File: config.mk
export PLATFORM = sky130hd
export DESIGN_NAME = ir_receive_gen2
export DESIGN_NICKNAME = d
export VERILOG_FILES = /design/src/rtl/ir_rx_pkg.sv /design/src/rtl/ir_rx_frontend.sv /design/src/rtl/ir_receive_gen2.sv
export SDC_FILE = /design/constraint.sdc
export NUM_CORES = 1
export LEC_CHECK = 0
export ABC_AREA = 1
export BUFFER_PORTS_ARGS = -buffer_cell sky130_fd_sc_hd__buf_2
export CAP_MARGIN = 40
export CORE_UTILIZATION = 40
export DETAILED_ROUTE_END_ITERATION = 7
export PLACE_DENSITY = 0.6
export SYNTH_ARGS = -nofsm -noshare
export SYNTH_HDL_FRONTEND = slang
export SYNTH_SLANG_ARGS = --single-unit
File: constraint.sdc
create_clock -name sys_clk -period 2.8 [get_ports sys_clk]
set_clock_uncertainty 0.05 [all_clocks]
set_input_delay 0.14 -clock sys_clk [delete_from_list [all_inputs] [get_ports sys_clk]]
set_output_delay 0.14 -clock sys_clk [all_outputs]
set_load 0.01 [all_outputs]
File: src/rtl/ir_rx_pkg.sv
// Shared types for the pulse-width IR frame receiver.
// FSM state encoding, error cause codes and the width window test.
package ir_rx_pkg;

  typedef enum logic [5:0] {
    S_IDLE    = 6'b000001,
    S_LEAD_LO = 6'b000010,
    S_LEAD_HI = 6'b000100,
    S_DATA    = 6'b001000,
    S_STOP    = 6'b010000,
    S_GAP     = 6'b100000
  } ir_state_e;

  localparam logic [1:0] ERR_LEAD = 2'd0;
  localparam logic [1:0] ERR_BIT  = 2'd1;
  localparam logic [1:0] ERR_STOP = 2'd2;
  localparam logic [1:0] ERR_CPL  = 2'd3;

  localparam int         GAP_HI = 16;
  localparam logic [7:0] W_SAT  = 8'hFF;

  function automatic logic in_window(
    input logic [7:0] width,
    input int         nominal,
    input int         tol
  );
    int w;
    w = int'(width);
    return (w >= nominal - tol) && (w <= nominal + tol);
  endfunction

endpackage

File: src/rtl/ir_rx_frontend.sv
// IR input conditioning: tick prescaler, synchroniser, glitch filter.
// Ports: sys_clk/sys_rst in, remote_in in; tick/level/rise/fall/width out.
module ir_rx_frontend #(
  parameter int CLK_DIV = 6250,
  parameter int FILT    = 2
) (
  input  logic       sys_clk,
  input  logic       sys_rst,
  input  logic       remote_in,
  output logic       tick,
  output logic       level,
  output logic       rise,
  output logic       fall,
  output logic [7:0] width
);

  localparam int PW = (CLK_DIV > 1) ? $clog2(CLK_DIV) : 1;
  localparam int FW = $clog2(FILT + 1);

  logic [PW-1:0] pre;
  logic          pre_wrap;
  logic [1:0]    sync;
  logic [FW-1:0] run;
  logic [7:0]    wcnt;
  logic [7:0]    w_inc;
  logic          flip;

  assign pre_wrap = (pre == PW'(CLK_DIV - 1));
  assign w_inc    = (wcnt == 8'hFF) ? 8'hFF : wcnt + 8'd1;
  // level follows the sample only once FILT differing samples in a row
  assign flip     = (sync[1] != level) && ((int'(run) + 1) >= FILT);

  always_ff @(posedge sys_clk or posedge sys_rst) begin
    if (sys_rst) begin
      pre   <= '0;
      sync  <= 2'b11;
      run   <= '0;
      level <= 1'b1;
      wcnt  <= 8'd0;
      tick  <= 1'b0;
      rise  <= 1'b0;
      fall  <= 1'b0;
      width <= 8'd0;
    end else begin
      sync <= {sync[0], remote_in};
      tick <= pre_wrap;
      rise <= 1'b0;
      fall <= 1'b0;
      if (pre_wrap) begin
        pre   <= '0;
        // width counts the current tick, so at an edge it is
        // the full length of the segment that just ended
        width <= w_inc;
        if (flip) begin
          level <= sync[1];
          rise  <= sync[1];
          fall  <= ~sync[1];
          run   <= '0;
          wcnt  <= 8'd0;
        end else begin
          wcnt <= w_inc;
          run  <= (sync[1] != level) ? run + 1'b1 : '0;
        end
      end else begin
        pre <= pre + 1'b1;
      end
    end
  end

endmodule

File: src/rtl/ir_receive_gen2.sv
// Pulse-width IR frame receiver: lead / N data bits / stop decoding.
// Ports: sys_clk, sys_rst, remote_in in; data_valid, data, repeat_flag, frame_err, err_code, busy out.
module ir_receive_gen2
  import ir_rx_pkg::*;
#(
  parameter int CLK_DIV    = 6250,
  parameter int DATA_W     = 16,
  parameter int LEAD_LO    = 24,
  parameter int LEAD_HI    = 24,
  parameter int BIT0_HI    = 12,
  parameter int BIT1_HI    = 20,
  parameter int STOP_HI    = 28,
  parameter int TOL        = 2,
  parameter int LOW_MAX    = 16,
  parameter int CHECK_CPL  = 1,
  parameter int REPEAT_WIN = 1600,
  parameter int FILT       = 2
) (
  input  logic                sys_clk,
  input  logic                sys_rst,
  input  logic                remote_in,
  output logic                data_valid,
  output logic [DATA_W/2-1:0] data,
  output logic                repeat_flag,
  output logic                frame_err,
  output logic [1:0]          err_code,
  output logic                busy
);

  localparam int HW = DATA_W / 2;
  localparam int BW = $clog2(DATA_W + 1);

  logic        tick;
  logic        level;
  logic        rise;
  logic        fall;
  logic [7:0]  width;

  ir_state_e         state;
  logic [DATA_W-1:0] shreg;
  logic [DATA_W-1:0] prev;
  logic              prev_ok;
  logic [BW-1:0]     bcnt;
  logic [15:0]       rcnt;
  logic              sat;
  logic              cpl_ok;
  logic              err_hit;
  logic [1:0]        err_sel;

  ir_rx_frontend #(
    .CLK_DIV (CLK_DIV),
    .FILT    (FILT)
  ) u_fe (
    .sys_clk   (sys_clk),
    .sys_rst   (sys_rst),
    .remote_in (remote_in),
    .tick      (tick),
    .level     (level),
    .rise      (rise),
    .fall      (fall),
    .width     (width)
  );

  assign sat    = (width == W_SAT);
  assign cpl_ok = (CHECK_CPL == 0) ||
                  (shreg[DATA_W-1:HW] == ~shreg[HW-1:0]);
  assign busy   = (state != S_IDLE);

  always_comb begin
    err_hit = 1'b0;
    err_sel = ERR_LEAD;
    if (tick) begin
      unique case (1'b1)
        state == S_LEAD_LO:
          err_hit = sat ||
            (rise && !in_window(width, LEAD_LO, TOL));
        state == S_LEAD_HI:
          err_hit = sat ||
            (fall && !in_window(width, LEAD_HI, TOL));
        state == S_DATA: begin
          err_sel = ERR_BIT;
          err_hit = sat ||
            (rise && (width > 8'(LOW_MAX))) ||
            (fall && !in_window(width, BIT0_HI, TOL) &&
                     !in_window(width, BIT1_HI, TOL));
        end
        state == S_STOP: begin
          err_sel = ERR_STOP;
          if (sat || (fall && !in_window(width, STOP_HI, TOL))) begin
            err_hit = 1'b1;
          end else if (fall && !cpl_ok) begin
            err_hit = 1'b1;
            err_sel = ERR_CPL;
          end
        end
        default: ;
      endcase
    end
  end

  always_ff @(posedge sys_clk or posedge sys_rst) begin
    if (sys_rst) begin
      state       <= S_IDLE;
      shreg       <= '0;
      prev        <= '0;
      prev_ok     <= 1'b0;
      bcnt        <= '0;
      rcnt        <= 16'd0;
      data_valid  <= 1'b0;
      data        <= '0;
      repeat_flag <= 1'b0;
      frame_err   <= 1'b0;
      err_code    <= 2'd0;
    end else begin
      data_valid <= 1'b0;
      frame_err  <= 1'b0;
      if (tick) begin
        if (rcnt != 16'hFFFF) rcnt <= rcnt + 16'd1;
        if (err_hit) begin
          frame_err <= 1'b1;
          err_code  <= err_sel;
          state     <= S_GAP;
        end else begin
          unique case (state)
            S_IDLE:
              if (fall) state <= S_LEAD_LO;
            S_LEAD_LO:
              if (rise) state <= S_LEAD_HI;
            S_LEAD_HI:
              if (fall) begin
                state <= S_DATA;
                bcnt  <= '0;
              end
            S_DATA:
              if (fall) begin
                shreg <= {shreg[DATA_W-2:0],
                          in_window(width, BIT1_HI, TOL)};
                bcnt  <= bcnt + 1'b1;
              end else if (rise && bcnt == BW'(DATA_W)) begin
                state <= S_STOP;
              end
            S_STOP:
              if (fall) begin
                state       <= S_GAP;
                data_valid  <= 1'b1;
                data        <= shreg[HW-1:0];
                repeat_flag <= prev_ok && (shreg == prev) &&
                               (rcnt < 16'(REPEAT_WIN));
                prev        <= shreg;
                prev_ok     <= 1'b1;
                // 1 = this tick, so rcnt reads ticks since accept
                rcnt        <= 16'd1;
              end
            S_GAP:
              if (level && width >= 8'(GAP_HI)) state <= S_IDLE;
            default:
              state <= S_IDLE;
          endcase
        end
      end
    end
  end

endmodule

# Word-level counts from Yosys, hierarchy flattened

Cells that the tools add are included.

Flip-flop bits (word level): 110
Input port bits: 3
Output and inout bits: 14
Logic and storage cells: 136

Add/subtract/negate cells: 6
Order comparisons: 12
Equal/unequal tests: 24
Muxes and demuxes: 38
Bitwise logic cells: 3
Reductions and logical operators: 33

Operators with widths:

| operator              | number |
|---|---|
| $mux 16               | 4 |
| $mux 6                | 8 |
| $pmux 6 s6            | 1 |
| $ge 32x3->1 const B   | 1 |
| $ge 8x5->1 const B    | 4 |
| $le 8x5->1 const B    | 3 |
| $add 16x1->16 const B | 1 |
| $eq 16x16->1          | 1 |
| $eq 8x8->1 const B    | 2 |
| $logic_and 1x1->1     | 16 |
| $lt 16x11->1 const B  | 1 |
| $mux 8                | 2 |
| $ne 16x16->1 const B  | 1 |
| $mux 1                | 15 |
| $ne 3x2->1 const B    | 5 |
| $add 13x1->13 const B | 1 |
| $eq 13x13->1 const B  | 1 |
| $mux 13               | 1 |
| $mux 5                | 2 |
| $pmux 5 s2            | 1 |
| $add 8x1->8 const B   | 1 |
| $eq 8x8->1            | 1 |
| $ge 8x4->1 const B    | 1 |
| $gt 8x5->1 const B    | 1 |
| other kinds (27)      | 41 |

# Longest topological paths before layout

Depth after elaboration: 10
Mapped depth: 17
Depth with buffers taken out: 17

# Hierarchy

From an unflattened synthesis, not the netlist that was laid out.

Cell total of the unflattened synthesis: 730
Area total of the unflattened synthesis: 5666.7 sq um

Modules (own cells, without submodules):

| module          | instances | cells each | area each (sq um) | seq. area each (sq um) |
|---|---|---|---|---|
| ir_receive_gen2 | 1         | 480        | 3771.1            | 1627.8 |
| ir_rx_frontend  | 1         | 250        | 1895.6            | 929.6 |

# Worst setup path after synthesis

OpenSTA, ideal clock, no wires.

Kind: flip-flop to flip-flop
From: register state[3]
To: register state[5]
Library setup time: 0.117 ns
Data arrival time: 1.720 ns
Required time: 2.633 ns
Slack: 0.914 ns
Stages on the path, launching flop included: 13
Cells stage by stage: dfrtp_1 nor2_1 nand2_2 nor3b_4 nand2_2 nand3_4 nand2_4 nand2_2 nand2_2 nand2_4 nand2_4 nand2_1 nand2_1

Cells in the longest elaborated chain, start to end: 5
Elaborated cells on any way between the ends: 18
Those cells by class: eq/ne: 13; mux: 4; reduce/logical: 1

Ends and longest elaborated chain:

| what                                               | line                                          | source |
|---|---|---|
| start, declared                                    | ir_receive_gen2.sv:39                         | `ir_state_e state;` |
| start signal, assigned                             | ir_receive_gen2.sv:103                        | `state <= S_IDLE;` |
| start signal, assigned                             | ir_receive_gen2.sv:122                        | `state <= S_GAP;` |
| start signal, assigned                             | ir_receive_gen2.sv:126                        | `if (fall) state <= S_LEAD_LO;` |
| $eq 6x5->1 (tied with other cells)                 | ir_receive_gen2.sv:87, ir_receive_gen2.sv:124 |  |
| $pmux 1 s4                                         | ir_receive_gen2.sv:73                         | `unique case (1'b1)` |
| $mux 1                                             | ir_receive_gen2.sv:72                         | `if (tick) begin` |
| $ne 3x2->1 (no line) or $ne 3x3->1 (tied branches) | -                                             |  |
| $reduce_and 8->1 (no line)                         | -                                             |  |

Parallel ways exist; a longest one is shown, timed or not.
A chain may end at the register's enable or synchronous reset.

# Final worst setup path

From: register state[5]
To: register prev_ok

Cells in the longest elaborated chain, start to end: 5
Elaborated cells on any way between the ends: 8
Those cells by class: eq/ne: 4; mux: 2; bitwise: 1; reduce/logical: 1

Ends and longest elaborated chain:

| what                               | line                                          | source |
|---|---|---|
| $eq 6x5->1 (tied with other cells) | ir_receive_gen2.sv:87, ir_receive_gen2.sv:124 |  |
| $pmux 1 s4                         | ir_receive_gen2.sv:73                         |  |
| $mux 1                             | ir_receive_gen2.sv:72                         |  |
| $not 1->1 (no line)                | -                                             |  |
| $reduce_and 4->1 (no line) (*)     | -                                             |  |
| end signal, assigned               | ir_receive_gen2.sv:106                        | `prev_ok <= 1'b0;` |
| end signal, assigned               | ir_receive_gen2.sv:150                        | `prev_ok <= 1'b1;` |
| end, declared                      | ir_receive_gen2.sv:42                         | `logic prev_ok;` |

Every way passes the cells marked *; elsewhere a longest branch is shown, timed or not.

==> impl_metrics.toml <==
[logic_synthesis]
syn_avg_cell_area_um2 = 8.055
syn_nets = 677
syn-cell-area_mm2 = 0.005373
synth-seq-cells = 102
async_reset_ff_share_pct = 100.0
synth_ff_type = "dfrtp_1"
synth-edff-count = 0
synth_cell_types = 39
synth_top_area_cell = "dfrtp_1"
synth.top_cell.area_share_pct = 45.65
yosysMostFrequentCell = "nand2_1"
ys_seq_area_share_pct = 47.60
ys_top_cells_by_count = "nand2_1 (151), dfrtp_1 (98), inv_1 (88), nor2_1 (74), nand3_1 (43)"
synth_area_leaders = "dfrtp_1 (46%), nand2_1 (11%), inv_1 (6.1%), nor2_1 (5.2%), nand3_1 (4.0%)"
yosys_warnings = 0
synth_cells = 667

[drt]
wl_mm = 10.67
ant_nets = 0
vias = 4208
vias_per_cell = 4.904
first_iter_violations = 304
wl_per_cell_um = 12.44
first_pass_iters = 4
drc = 0

[floorplanning]
num_rows = 41
initial_core_util_pct = 41.73
core_mm2 = 0.01288
die_h_um = 117.9
dieArea_mm2 = 0.01390
ios = 17
die_w_um = 117.9

[final_layout]
syn2layout_area_growth_pct = 10.71
layout.filler_cells = 1294
fin_nets = 691
n_antenna_cell = 0
post-route-util_pct = 46.20
drive_above_1_share_pct = 9.913

[cts]
htree_levels = 3
clk_path_buf_depth = 2
clk_pin_slew_worst_paths_ns = 0.07
cts_buffers = 9
cts_resized = 0
clkSinkCount = 102
cts_root_buf = "clkbuf_16"
cts_tree = "built"
clk_latency_ns = 0.35

[global_route]
antenna_found_initial = 0
grt_overflow = 0
grt_pass1_vias = 4212
grt_start_max_net_pins = 103
grt_pass1_wl_mm = 19.60
grt.total_usage_pct = 17.15

[critical_path]
criticalPathCategory = "reg2reg"
required_ns = 2.99
crit_top_cell = "inv_2"
cp-start-kind = "register"
slowest_delay_ns = 0.44
worstPathMaxFanout = 36
arrival_ns = 2.38
cp-end-kind = "register"
cp_cell_sequence = "nor2_2 > nand4_1 > inv_2 > nand2_1 > nand3_4 > nor2_8 > nand2_8 > inv_2 > or2_1"
slowest_stage = "dfrtp_1"

[pwr]
peakVddDrop_mv = 0.2687
power_density_mw_per_mm2 = 502.3
leakage_nw = 2.819

[sta]
fmax_mhz = 455.9
rsz0062_at_grt = "no"
maxSlewHeadroom_pct = 59.32
drv_slew = 0
min_period_over_period_pct = 78.34
setup_violations = 0
tns_ns = 0
worst_slew_pin_slew_ns = 0.6080
hold_viol_final = 0
finalCriticalPeriod_ns = 2.193

[run_status]
status = "finished, final reports clean"

[placement]
dpl.hpwl_mm = 7.635
portBuffers = 16
finalWeightedCongestion = 0.8686

[job]
cap_violations = 0

[min_path]
hold_class = "reg2reg"
report_power, final:
| group | total (W) | switching, W | internal (W) |
|---|---|---|---|
| combinational | 0.0000365 | 0.0000298 | 0.00000670 |
| sequential | 0.00148 | 0.000000773 | 0.00148 |
| clock | 0.00147 | 0.000551 | 0.000924 |
cell usage in the layout (no fill, tap or decap), types with 6 or more instances in the layout:
| master | n |
|---|---|
| nand2_1 | 151 |
| dfrtp_1 | 98 |
| inv_1 | 87 |
| nor2_1 | 74 |
| nand3_1 | 43 |
| o21ai_0 | 32 |
| o21ai_1 | 32 |
| xor2_1 | 21 |
| buf_2 | 16 |
| nor3_1 | 14 |
| o22ai_1 | 10 |
| a21oi_1 | 9 |
| clkbuf_16 | 9 |
| nand2_2 | 8 |
| nand4_1 | 8 |
| nor4_1 | 7 |
| ha_1 | 7 |
| xnor2_1 | 6 |
cells by family after synthesis:
group | synth area share, %
buffers and inverters | 8.733
adders and majority gates | 1.630
AOI/OAI and AO/OA | 9.968
and+or+nand+nor | 27.67
DFF | 47.60
xor gates and xnor gates | 4.402
flip-flops by register name (all words and copies together), names as in the netlist, 2 cells and up:
| register | flops |
|---|---|
| bcnt | 5 |
| state | 6 |
| err_code | 2 |
| u_fe.width | 8 |
| u_fe.sync | 2 |
| prev | 9 |
| data | 7 |
| u_fe.pre | 13 |
| u_fe.run | 2 |
| shreg | 16 |
| rcnt | 16 |
| u_fe.wcnt | 8 |
stage by stage:
step	hold slack (ns)	instance area, um2	power, W	std cells	worst slack, ns
after floorplan	0.09448	5376	0.001528	667	0.9136
after global placement	0.1960	5572	0.001541	840	0.6952
after detailed placement	0.1969	5572	0.001542	840	0.6005
after CTS	0.3067	5948	0.003043	858	0.6007
after global routing	0.3102	5948	0.003085	858	0.3952
final	0.3063	5948	0.002988	858	0.6065
layer usage:
metal  GRT usage (%)  vias to the layer above  wire length [um]
li1                -                     2168                 -
met1           22.23                     1984              5197
met2           28.20                       45              5031
met3           3.440                       11               299
met4           6.330                        0               142
met5               0                        -                 0
repair_timing:
item,CTS,global route
endpoints found under the setup margin,0,0
buffers inserted,0,0
endpoints found under the hold margin,99,0
hold buffers,2,0
area by class of cell:
cell class,count,area (um2),share of cell area (%)
sequential,102,2557,43.00
clock buffer,11,252.7,4.249
timing repair buffer,20,127.6,2.146
clock inverter,5,103.9,1.746
inverter,91,345.3,5.806
multi-input combinational,457,2346,39.44
tap,172,215.2,3.618
final timing paths:
check / from / end / slack, ns / depth (start not counted)
setup / recovery: state[5] / prev_ok / 0.61 / 9
hold / removal: u_fe.sync[0] / u_fe.sync[1] / 0.31 / 0
setup reg to reg: state[5] / prev_ok / 0.61 / 9
hold reg to reg: u_fe.sync[0] / u_fe.sync[1] / 0.31 / 0
max in group asynchronous: sys_rst / u_fe.pre[5] / 1.81 / 4
min in group asynchronous: sys_rst / u_fe.pre[9] / 0.40 / 4
critical path: cells and delay by family, from the launching register on:
family,cells,cell delay (ns)
buf+inv,2,0.35
simple gates,7,1.22
flops,1,0.44
Power figures use the tool's default switching activity.
